File: config.mk
export PLATFORM = sky130hd
export DESIGN_NAME = dk_rom_loader
export DESIGN_NICKNAME = d
export VERILOG_FILES = /design/src/rtl/dk_loader_pkg.sv /design/src/rtl/dk_region_decode.sv /design/src/rtl/dk_rom_loader.sv
export SDC_FILE = /design/constraint.sdc
export NUM_CORES = 1
export LEC_CHECK = 0
export CAP_MARGIN = 40
export CORE_AREA = 2 2 162 117
export DETAILED_ROUTE_END_ITERATION = 10
export DIE_AREA = 0 0 164 119
export DONT_BUFFER_PORTS = 1
export HOLD_SLACK_MARGIN = 0.12
export PLACE_DENSITY_LB_ADDON = 0.15
export SLEW_MARGIN = 20
export SYNTH_ARGS = -nofsm -noshare
export SYNTH_HDL_FRONTEND = slang
export SYNTH_HIERARCHICAL = 1
export SYNTH_SLANG_ARGS = --single-unit
File: constraint.sdc
create_clock -name clk_sys -period 13.3 [get_ports clk_sys]
set_input_delay 2.66 -clock clk_sys [delete_from_list [all_inputs] [get_ports clk_sys]]
set_output_delay 2.66 -clock clk_sys [all_outputs]
set_load 0.05 [all_outputs]
File: src/rtl/dk_loader_pkg.sv
// Shared types and constants for the DK ROM loader: sequencer states,
// ROM region bounds and ioctl stream indices.
package dk_loader_pkg;

  typedef enum logic [2:0] {
    ST_IDLE = 3'd0,
    ST_LOAD = 3'd1,
    ST_HOLD = 3'd2,
    ST_RUN  = 3'd3,
    ST_ERR  = 3'd4
  } state_t;

  typedef struct packed {
    logic cpu;
    logic snd;
    logic wav;
  } region_t;

  localparam logic [24:0] CPU_END  = 25'h000_8000;
  localparam logic [24:0] SND_BASE = 25'h000_E000;
  localparam logic [24:0] SND_END  = 25'h000_F000;
  localparam logic [24:0] WAV_BASE = 25'h001_0000;
  localparam logic [24:0] WAV_END  = 25'h002_0000;

  localparam logic [7:0] IDX_ROM = 8'd0;
  localparam logic [7:0] IDX_MOD = 8'd1;
  localparam logic [7:0] IDX_DIP = 8'd254;

endpackage

File: src/rtl/dk_region_decode.sv
// Combinational ROM address decoder: maps a download byte address to a
// one-hot {cpu, snd, wav} hit, or no hit for unmapped addresses.
module dk_region_decode
  import dk_loader_pkg::*;
(
  input  logic [24:0] i_addr,
  output region_t     o_hit
);

  // Region windows are disjoint, so at most one hit bit is ever set.
  always_comb begin
    o_hit     = '0;
    o_hit.cpu = (i_addr < CPU_END);
    o_hit.snd = (i_addr >= SND_BASE) && (i_addr < SND_END);
    o_hit.wav = (i_addr >= WAV_BASE) && (i_addr < WAV_END);
  end

endmodule

File: src/rtl/dk_rom_loader.sv
// ioctl download sequencer for the DK core: ROM write ports, game-select and
// DIP capture, core reset ownership. Optional image checksum under ROM_CSUM_EN.
module dk_rom_loader
  import dk_loader_pkg::*;
#(
  parameter int HOLD_CYCLES = 1024,
  parameter int MIN_BYTES   = 'h10000
) (
  input  logic        clk_sys,
  input  logic        reset,
  input  logic        ioctl_download,
  input  logic        ioctl_wr,
  input  logic [7:0]  ioctl_index,
  input  logic [24:0] ioctl_addr,
  input  logic [7:0]  ioctl_dout,
  output logic [15:0] rom_addr,
  output logic [7:0]  rom_data,
  output logic        cpu_we,
  output logic        snd_we,
  output logic        wav_we,
  output logic [7:0]  mod,
  output logic [63:0] dip_sw,
  output logic        core_reset,
  output logic        load_done,
  output logic        load_err,
  output logic [15:0] csum
);

  localparam int              HW        = $clog2(HOLD_CYCLES + 1);
  localparam logic [HW-1:0]   HOLD_INIT = HW'(HOLD_CYCLES - 1);
  localparam logic [16:0]     MIN_CNT   = 17'(MIN_BYTES);
  localparam logic [16:0]     CNT_MAX   = 17'h1_FFFF;

  state_t        r_state;
  state_t        w_next;
  logic          r_dl;
  logic          w_rise_rom;
  logic          w_fall;
  logic          w_rom_wr;
  logic          w_enter_load;
  region_t       w_hit;
  logic [16:0]   r_cnt;
  logic [16:0]   w_cnt_inc;
  logic [HW-1:0] r_hold;
  logic [15:0]   r_rom_addr;
  logic [7:0]    r_rom_data;
  logic          r_cpu_we;
  logic          r_snd_we;
  logic          r_wav_we;
  logic [7:0]    r_mod;
  logic [63:0]   r_dip;
  logic          r_core_reset;
  logic          r_load_done;
  logic          r_load_err;

  dk_region_decode u_decode (
    .i_addr (ioctl_addr),
    .o_hit  (w_hit)
  );

  assign w_rise_rom   = ioctl_download && !r_dl && (ioctl_index == IDX_ROM);
  assign w_fall       = !ioctl_download && r_dl;
  assign w_rom_wr     = ioctl_wr && (ioctl_index == IDX_ROM) && (r_state == ST_LOAD);
  assign w_enter_load = (w_next == ST_LOAD) && (r_state != ST_LOAD);
  // Includes a byte landing on the falling-edge cycle in the accept decision.
  assign w_cnt_inc    = (w_rom_wr && (r_cnt != CNT_MAX)) ? r_cnt + 17'd1 : r_cnt;

  // Next-state logic.
  always_comb begin
    w_next = r_state;
    case (r_state)
      ST_IDLE: if (w_rise_rom) w_next = ST_LOAD; else w_next = ST_IDLE;
      ST_LOAD: begin
        if (w_fall) w_next = (w_cnt_inc >= MIN_CNT) ? ST_HOLD : ST_ERR;
        else        w_next = ST_LOAD;
      end
      ST_HOLD: if (r_hold == '0) w_next = ST_RUN; else w_next = ST_HOLD;
      ST_RUN:  if (w_rise_rom) w_next = ST_LOAD; else w_next = ST_RUN;
      ST_ERR:  if (w_rise_rom) w_next = ST_LOAD; else w_next = ST_ERR;
      default: w_next = ST_IDLE;
    endcase
  end

  // State register and download-level history for edge detection.
  always_ff @(posedge clk_sys or posedge reset) begin
    if (reset) begin
      r_state <= ST_IDLE;
      r_dl    <= 1'b0;
    end else begin
      r_state <= w_next;
      r_dl    <= ioctl_download;
    end
  end

  // Byte counter and post-download hold timer.
  always_ff @(posedge clk_sys or posedge reset) begin
    if (reset) begin
      r_cnt  <= 17'd0;
      r_hold <= '0;
    end else begin
      r_cnt <= w_enter_load ? 17'd0 : w_cnt_inc;
      if ((w_next == ST_HOLD) && (r_state != ST_HOLD)) r_hold <= HOLD_INIT;
      else if ((r_state == ST_HOLD) && (r_hold != '0)) r_hold <= r_hold - 1'b1;
      else                                             r_hold <= r_hold;
    end
  end

  // Registered ROM write port; address and data hold their last value.
  always_ff @(posedge clk_sys or posedge reset) begin
    if (reset) begin
      r_rom_addr <= 16'h0000;
      r_rom_data <= 8'h00;
      r_cpu_we   <= 1'b0;
      r_snd_we   <= 1'b0;
      r_wav_we   <= 1'b0;
    end else begin
      r_cpu_we <= w_rom_wr && w_hit.cpu;
      r_snd_we <= w_rom_wr && w_hit.snd;
      r_wav_we <= w_rom_wr && w_hit.wav;
      if (w_rom_wr) begin
        r_rom_addr <= ioctl_addr[15:0];
        r_rom_data <= ioctl_dout;
      end
    end
  end

  // Game-select and DIP capture run in every state without touching the FSM.
  always_ff @(posedge clk_sys or posedge reset) begin
    if (reset) begin
      r_mod <= 8'h00;
      r_dip <= 64'h0;
    end else begin
      if (ioctl_wr && (ioctl_index == IDX_MOD)) r_mod <= ioctl_dout;
      if (ioctl_wr && (ioctl_index == IDX_DIP) && (ioctl_addr[24:3] == 22'd0))
        r_dip[{ioctl_addr[2:0], 3'b000} +: 8] <= ioctl_dout;
    end
  end

  // Status flags follow the next state so they line up with the state register.
  always_ff @(posedge clk_sys or posedge reset) begin
    if (reset) begin
      r_core_reset <= 1'b1;
      r_load_done  <= 1'b0;
      r_load_err   <= 1'b0;
    end else begin
      r_core_reset <= (w_next != ST_RUN);
      r_load_done  <= (w_next == ST_RUN);
      r_load_err   <= (w_next == ST_ERR);
    end
  end

`ifdef ROM_CSUM_EN
  logic [15:0] r_csum;

  // Image checksum, cleared on LOAD entry and frozen outside LOAD.
  always_ff @(posedge clk_sys or posedge reset) begin
    if (reset)             r_csum <= 16'h0000;
    else if (w_enter_load) r_csum <= 16'h0000;
    else if (w_rom_wr)     r_csum <= r_csum + {8'h00, ioctl_dout};
    else                   r_csum <= r_csum;
  end

  assign csum = r_csum;
`else
  assign csum = 16'h0000;
`endif

  assign rom_addr   = r_rom_addr;
  assign rom_data   = r_rom_data;
  assign cpu_we     = r_cpu_we;
  assign snd_we     = r_snd_we;
  assign wav_we     = r_wav_we;
  assign mod        = r_mod;
  assign dip_sw     = r_dip;
  assign core_reset = r_core_reset;
  assign load_done  = r_load_done;
  assign load_err   = r_load_err;

endmodule

Yosys cells after proc, flatten, opt, wreduce, memory -nomap -nowiden

Index checks and enable logic that the tools add are counted.

Add/subtract/negate cells: 3
Magnitude comparators: 6
Equal/unequal tests: 14
Shifts and indexed selects: 2
Muxes and demuxes: 12
Reductions and logical operators: 25

Operators by type and width:

| operator                 | count |
|---|---|
| $bwmux W64               | 1 |
| $shift A8 B8 Y64 const A | 1 |
| $shiftx A8 B8 Y64        | 1 |
| $lt A25 B16 Y1 const B   | 2 |
| $mux W17                 | 2 |
| $ge A25 B16 Y1 const B   | 1 |
| $ge A25 B17 Y1 const B   | 1 |
| $lt A25 B18 Y1 const B   | 1 |
| $logic_not A22 Y1        | 1 |
| $mux W11                 | 2 |
| $add A17 B1 Y17 const B  | 1 |
| $ge A17 B17 Y1 const B   | 1 |
| $logic_and A1 B1 Y1      | 17 |
| $ne A17 B17 Y1 const B   | 1 |
| $pmux W3 S5              | 1 |
| $eq A3 B2 Y1 const B     | 4 |
| $logic_not A11 Y1        | 1 |
| $reduce_bool A11 Y1      | 1 |
| $sub A11 B1 Y11 const B  | 1 |
| $mux W3                  | 3 |
| $eq A8 B1 Y1 const B     | 1 |
| $eq A8 B8 Y1 const B     | 1 |
| $logic_not A8 Y1         | 1 |
| $neg A6 Y8               | 1 |
| other kinds (9)          | 14 |

Bits in registers: 134
Input port bits: 45
Output and inout bits: 118
Word-level logic and storage cells: 76

Longest topological paths before layout

Gate-level depths: netlist of the first run.

Depth in word-level cells: 12
Mapped depth: 9
Depth with buffers taken out: 8

By module

Netlist of the first run, hierarchy kept.

By module, submodules not included:

| module           | instances | cells each | area each (um2) | sequential area each (um2) |
|---|---|---|---|---|
| dk_rom_loader    | 1         | 529        | 6100.9          | 3354.5 |
| dk_region_decode | 1         | 8          | 63.8            | 0.0 |

Worst setup path before layout of the first run

OpenSTA, ideal clock, no wires.

Path type: input -> register
From: input port ioctl_addr[0]
To: register r_dip[0] (netlist: dip_sw[0])
Library setup time: 125 ps
Arrival time: 4866 ps
Data required time: 13175 ps
Slack: 8309 ps
Cell stages on the path: 7
Buffers on the path: 1
Cells stage by stage: clkbuf_1 -> clkinv_1 -> ha_1 -> ha_1 -> or4b_4 -> nor3_4 -> mux2_2

Cells in the longest elaborated chain, start to end: 3

RTL lines:

| element                                               | line                 | text |
|---|---|---|
| start: declaration                                    | dk_rom_loader.sv:14  | `input logic [24:0] ioctl_addr,` |
| $neg A6 Y8 *                                          | dk_rom_loader.sv:135 | `r_dip[{ioctl_addr[2:0], 3'b000} +: 8] <= ioctl_dout;` |
| $shiftx A8 B8 Y64 or $shift A8 B8 Y64 (tied branches) | dk_rom_loader.sv:135 |  |
| $bwmux W64 *                                          | dk_rom_loader.sv:135 |  |
| end signal: indexed assignment                        | dk_rom_loader.sv:135 |  |
| end: declaration                                      | dk_rom_loader.sv:51  | `logic [63:0] r_dip;` |

Mark *: on every way between the ends. The rest lies on a longest branch, timed or not.
A chain may end at the register's enable or synchronous reset.

Worst setup path in the final report of the first run

From: input port ioctl_addr[0]
To: register r_dip[35] (netlist: dip_sw[35])

The elaborated chain is that of the path after synthesis.

==> flow_metrics.tcl, run 1 <==
set metrics [dict create \
    p_per_area_nw_per_um2 133 \
    rsz0062_at_grt "false" \
    clock_path_buffers 2 \
    detail-route-antenna-nets 0 \
    dp_hpwl_um 11600 \
    crit_start "ioctl_addr[0]" \
    dieArea_um2 19500 \
    slew_headroom_pct 46.0 \
    worstSetupEndpoint "dip_sw[35]$_DFFE_PP0P_" \
    path_class "in -> reg" \
    p_sw_share_pct 24.2 \
    die_height_um 119 \
    io_pins 163 \
    yosysTopAreaCell "dfrtp_1" \
    grt_max_degree 68 \
    synth_edf_count 0 \
    cts_sinks 134 \
    post_drt_wl_per_cell_um 20.3 \
    slew_viol_final 0 \
    r2r-end "core_reset$_DFF_PP1_" \
    path_cells "clkinv_1 > ha_1 > ha_1 > nor2_1 > nand4b_1 > nor3_2 > mux2_2" \
    cp_common_cell "ha_1" \
    dr_total_vias 4238 \
    syn2layout_area_growth_pct 13.1 \
    required_ns 13.60 \
    r2r-start "r_cnt[7]$_DFF_PP0_" \
    port_buffers 0 \
    setup-tns-final_ns 0 \
    crit_fanout 13 \
    grt_first_pass_wirelength_um 25000 \
    syn_avg_cell_area_um2 11.5 \
    max_stage_delay_ns 0.60 \
    cts_setup_buffers 0 \
    cp_slowest_cell "nor3_2" \
    core_um2 18200 \
    num_rows 42 \
    grt_pass1_vias 4208 \
    yosysWarnings 6 \
    clkTransAtPathRegs_ns 0.06 \
    cts_tree "built" \
    start_util_pct 33.8 \
    synthArstFlopShare_pct 100 \
    finClkSkew_ns 0.00548 \
    yosys_register_bits 134 \
    synth_cells 537 \
    nNetsFinal 592 \
    critical_path_depth 7 \
    synth_top_area_share_pct 54.0 \
    arrival_ns 5.16 \
    num_antenna_cells 0 \
    pwr-share-seq_pct 45.1 \
    p_sw_mw 0.224 \
    irDropWorstVdd_mv 0.0633 \
    fmaxAchievable_ghz 0.206 \
    critPathTopFamily "simple AND/OR/NAND/NOR gates" \
    grt_antenna_before_repair 2 \
    wl_um 16200 \
    placed_area_um2 6380 \
    synth_cell_types 53 \
    cts_resized 0 \
    overflow 0 \
    combPwrFrac_pct 3.9 \
    clkPwrFrac_pct 51.0 \
    maxCapViolations 0 \
    worstMarginPinSlew_ns 0.805 \
    hold_violations 0 \
    yosysSeqAreaShare_pct 54.4 \
    r2r_slack_ns 10.47 \
    yosysMostFrequentCell "dfrtp_1" \
    yosys-top-cells-area "dfrtp_1 (54%), mux2_2 (13%), nand2_1 (4.7%)" \
    timing.final.crit_share_pct 36.5 \
    setup_viol 0 \
    cts_root_buf "clkbuf_16" \
    final_layout_size_suffix_gt1_share_pct 23.6 \
    synthTopCellsByCount "dfrtp_1 (133), nand2_1 (78), mux2_2 (73)" \
    rr_worst_depth 8 \
    critPathLaunchType "input port" \
    place.gp.congestion 0.788 \
    crit_buf_inv 1 \
    clk-insertion-delay-late_ns 0.42 \
    vias_per_cell 5.34 \
    drtIter0Drc 257 \
    stdcell_area_um2 6970 \
    leakage_nw 3.25 \
    p_total_mw 0.924 \
    syn_area_um2 6160 \
    p_int_mw 0.700 \
    hold_buffers 0 \
    min_path_type "reg -> reg" \
    synth_flop_cell "dfrtp_1" \
    die_w_um 164 \
    drcViolationCount 0 \
    htreeDepth 4 \
    post-route-min-period_ns 4.86 \
    cts_made_buffers 17 \
    track_usage_pct 17.1 \
    status "finished clean" \
    critPathCaptureType "flop" \
    first_pass_iters 5 \
]
power groups by stage:
stage	Clock [mW]	Combinational [mW]	Sequential [mW]
5_1_grt	0.501	0.0406	0.417
3_5_place_dp	0	0.0366	0.424
6_report	0.471	0.0361	0.417
4_1_cts	0.485	0.0367	0.417
3_3_place_gp	0	0.0351	0.424
2_1_floorplan	0	0.0338	0.423
cell type report:
type | count | area, um2
flip-flops and latches | 134 | 3350
fillers | 1730 | 11300
well taps | 242 | 303
clock inverters | 14 | 153
clock buffers | 18 | 439
inverters | 16 | 65.1
multi-input cells | 366 | 2610
repair buffers | 4 | 50.0
routing by layer:
metal | routed length [um] | GRT usage (%) | part of all wire [%]
met4 | 354 | 6.52 | 2.2
met1 | 7430 | 23.4 | 46
met2 | 7230 | 24.8 | 45
met5 | 0 | 0 | 0
met3 | 1140 | 5.78 | 7.0
worst min-delay path by stage:
stage                     depth (start not counted)              startpoint                      to
final                                             1  r_hold[10]$_DFFE_PP0P_  r_hold[10]$_DFFE_PP0P_
after global routing                              1  r_hold[10]$_DFFE_PP0P_  r_hold[10]$_DFFE_PP0P_
after CTS                                         1  r_hold[10]$_DFFE_PP0P_  r_hold[10]$_DFFE_PP0P_
after detailed placement                          1  r_hold[10]$_DFFE_PP0P_  r_hold[10]$_DFFE_PP0P_
after global placement                            2   r_hold[8]$_DFFE_PP0P_   r_hold[8]$_DFFE_PP0P_
after floorplan                                   2   r_hold[8]$_DFFE_PP0P_   r_hold[8]$_DFFE_PP0P_
cell usage in the layout (no fill, tap or decap), types with 4 or more instances in the layout:
cell,instances
dfrtp_1,133
nand2_1,78
mux2_2,73
nand3_1,19
clkbuf_16,17
or4_1,16
conb_1,16
and3_1,14
inv_1,14
o31ai_1,14
or3_1,13
a21oi_1,13
o21ai_0,12
nor3b_1,11
nor2_1,10
ha_1,8
nor3_2,7
nor4_1,6
nand4_1,6
nor3_1,4
and4b_1,4
clkinvlp_4,4
clkinv_4,4
flip-flops by register name (all words and copies together) (netlist names), 3 cells and up:
name	flops
mod	8
dip_sw	64
r_hold	11
rom_addr	16
r_state	3
rom_data	8
r_cnt	17
kinds of logic after synthesis:
group | count (synthesis) | share of synthesized area (%)
flip-flops | 134 | 54.4
XOR/XNOR | 2 | 0.284
buffers and inverters | 52 | 4.24
AND/OR/NAND/NOR | 216 | 20.6
multiplexers | 75 | 13.7
AO/OA/AOI/OAI | 49 | 5.11
other | 1 | 0.0608
adder cells (fa/ha/maj) | 8 | 1.62
metrics by stage:
stage | utilization (%) | instances | hold slack, ns | setup slack (ns)
after global routing | 38.2 | 794 | 0.562 | 8.21
after detailed placement | 35.0 | 762 | 0.520 | 8.01
after CTS | 38.2 | 794 | 0.529 | 8.46
after global placement | 34.8 | 760 | 0.515 | 8.05
final | 38.2 | 794 | 0.527 | 8.44
after floorplan | - | 552 | 0.494 | 7.06
No activity file was read; power rests on OpenSTA's default activity.
==> inputs of run 2 (changes only) <==
==> constraint.sdc (replaced) <==
create_clock -name clk_sys -period 4.5 [get_ports clk_sys]
set_input_delay 0.9 -clock clk_sys [delete_from_list [all_inputs] [get_ports clk_sys]]
set_output_delay 0.9 -clock clk_sys [all_outputs]
set_load 0.05 [all_outputs]
==> flow_metrics.tcl, run 2 (synthesis gave the netlist of run 1 again) <==
set metrics [dict create \
    status "finished clean" \
    post_drt_wl_per_cell_um 20.4 \
    overflow 0 \
    slew_headroom_pct 48.4 \
    stdcell_area_um2 6970 \
    worstMarginPinSlew_ns 0.773 \
    num_antenna_cells 0 \
    clock_path_buffers 2 \
    maxCapViolations 0 \
    arrival_ns 3.39 \
    num_rows 42 \
    dp_hpwl_um 11600 \
    setup_viol 0 \
    post-place-ws_ns 0.962 \
    cts_tree "built" \
    track_usage_pct 17.5 \
    required_ns 4.81 \
    grt_pass1_vias 4210 \
    rr_worst_depth 8 \
    first_pass_iters 4 \
    io_pins 163 \
    dr_total_vias 4206 \
    cts_sinks 134 \
    p_per_area_nw_per_um2 387 \
    rsz0062_at_grt "false" \
    setup-tns-final_ns 0 \
    clkTransAtPathRegs_ns 0.06 \
    port_buffers 0 \
    largest_register_ff_count 64 \
    start_util_pct 33.8 \
    mostFrequentLayoutCells "dfrtp_1 (133), nand2_1 (78), mux2_2 (73), nand3_1 (19), clkbuf_16 (17)" \
    slew_viol_final 0 \
    leakage_nw 3.24 \
    grt_max_degree 70 \
    grt_antenna_before_repair 4 \
    crit_fanout 13 \
    detail-route-antenna-nets 0 \
    timing.final.crit_share_pct 68.6 \
    min_path_type "in -> async" \
    path_class "in -> reg" \
    nNetsFinal 592 \
    final_layout_size_suffix_gt1_share_pct 23.6 \
    hold_violations 0 \
    fmaxAchievable_ghz 0.324 \
    wl_um 16200 \
    setup_slack_ns 1.41 \
    post-route-min-period_ns 3.09 \
    r2r-end "core_reset$_DFF_PP1_" \
    clk-insertion-delay-late_ns 0.42 \
    r2r_slack_ns 1.69 \
    cts_resized 0 \
    hold_buffers 0 \
    drcViolationCount 0 \
    cts_root_buf "clkbuf_16" \
    finClkSkew_ns 0.00845 \
    grt_first_pass_wirelength_um 25700 \
    r2r-start "r_cnt[7]$_DFF_PP0_" \
    dieArea_um2 19500 \
    htreeDepth 4 \
    die_height_um 119 \
    cts_made_buffers 17 \
    critPathLaunchType "input port" \
    drtIter0Drc 295 \
    core_um2 18200 \
    syn2layout_area_growth_pct 13.0 \
    fillers 1757 \
    placed_area_um2 6380 \
    cts_setup_buffers 0 \
    critPathCaptureType "flop" \
    die_w_um 164 \
    irDropWorstVdd_mv 0.177 \
    vias_per_cell 5.30 \
    place.gp.congestion 0.759 \
    final_common_cell "dfrtp_1" \
]
## run 2: final cells by class
class,instances,area (um2),share of cell area [%]
Tap cell,242,303,4.35
Clock buffer,21,480,6.90
Inverter,16,65.1,0.934
Clock inverter,11,100,1.44
Timing Repair Buffer,4,57.6,0.826
Multi-Input combinational cell,366,2610,37.4
Sequential cell,134,3350,48.2
## run 2: metrics by stage
| stage | hold WS [ns] | util [%] | instances | total power, mW |
|---|---|---|---|---|
| 3_3_place_gp | 0.511 | 34.8 | 760 | 1.36 |
| 6_report | 0.328 | 38.2 | 794 | 2.70 |
| 5_1_grt | 0.348 | 38.2 | 794 | 2.81 |
| 2_1_floorplan | 0.494 | - | 552 | 1.35 |
| 4_1_cts | 0.337 | 38.2 | 794 | 2.74 |
| 3_5_place_dp | 0.524 | 35.0 | 762 | 1.36 |
## run 2: how the worst max path moves through the flow
| stage | from | end | slack, ns | depth (start not counted) |
|---|---|---|---|---|
| floorplan | reset | cpu_we$_DFF_PP0_ | 0.02 | 1 |
| global placement | ioctl_addr[0] | dip_sw[37]$_DFFE_PP0P_ | 1.03 | 7 |
| detailed placement | ioctl_addr[0] | dip_sw[38]$_DFFE_PP0P_ | 0.96 | 7 |
| CTS | ioctl_addr[0] | dip_sw[37]$_DFFE_PP0P_ | 1.41 | 7 |
| global route | ioctl_addr[0] | dip_sw[32]$_DFFE_PP0P_ | 1.21 | 7 |
| finish | ioctl_addr[0] | dip_sw[37]$_DFFE_PP0P_ | 1.41 | 7 |
## run 2: power breakdown
group | internal [mW] | switching (mW) | total, mW | leakage (nW)
sequential | 1.21 | 0.0209 | 1.23 | 1.81
clock | 0.816 | 0.542 | 1.36 | 0.273
combinational | 0.0251 | 0.0828 | 0.108 | 1.16
## run 2: routing by layer
layer | part of all wire, % | global-route usage (%)
met5 | 0 | 0
met3 | 8.3 | 6.03
met2 | 45 | 25.3
met1 | 45 | 24.9
met4 | 1.2 | 4.71
## run 2: critical path: stages
cell and delay, ns:
clkinv_1 0.22, ha_1 0.30, ha_1 0.30, nor2_1 0.48
nand4b_1 0.19, nor3_2 0.58, mux2_2 0.41
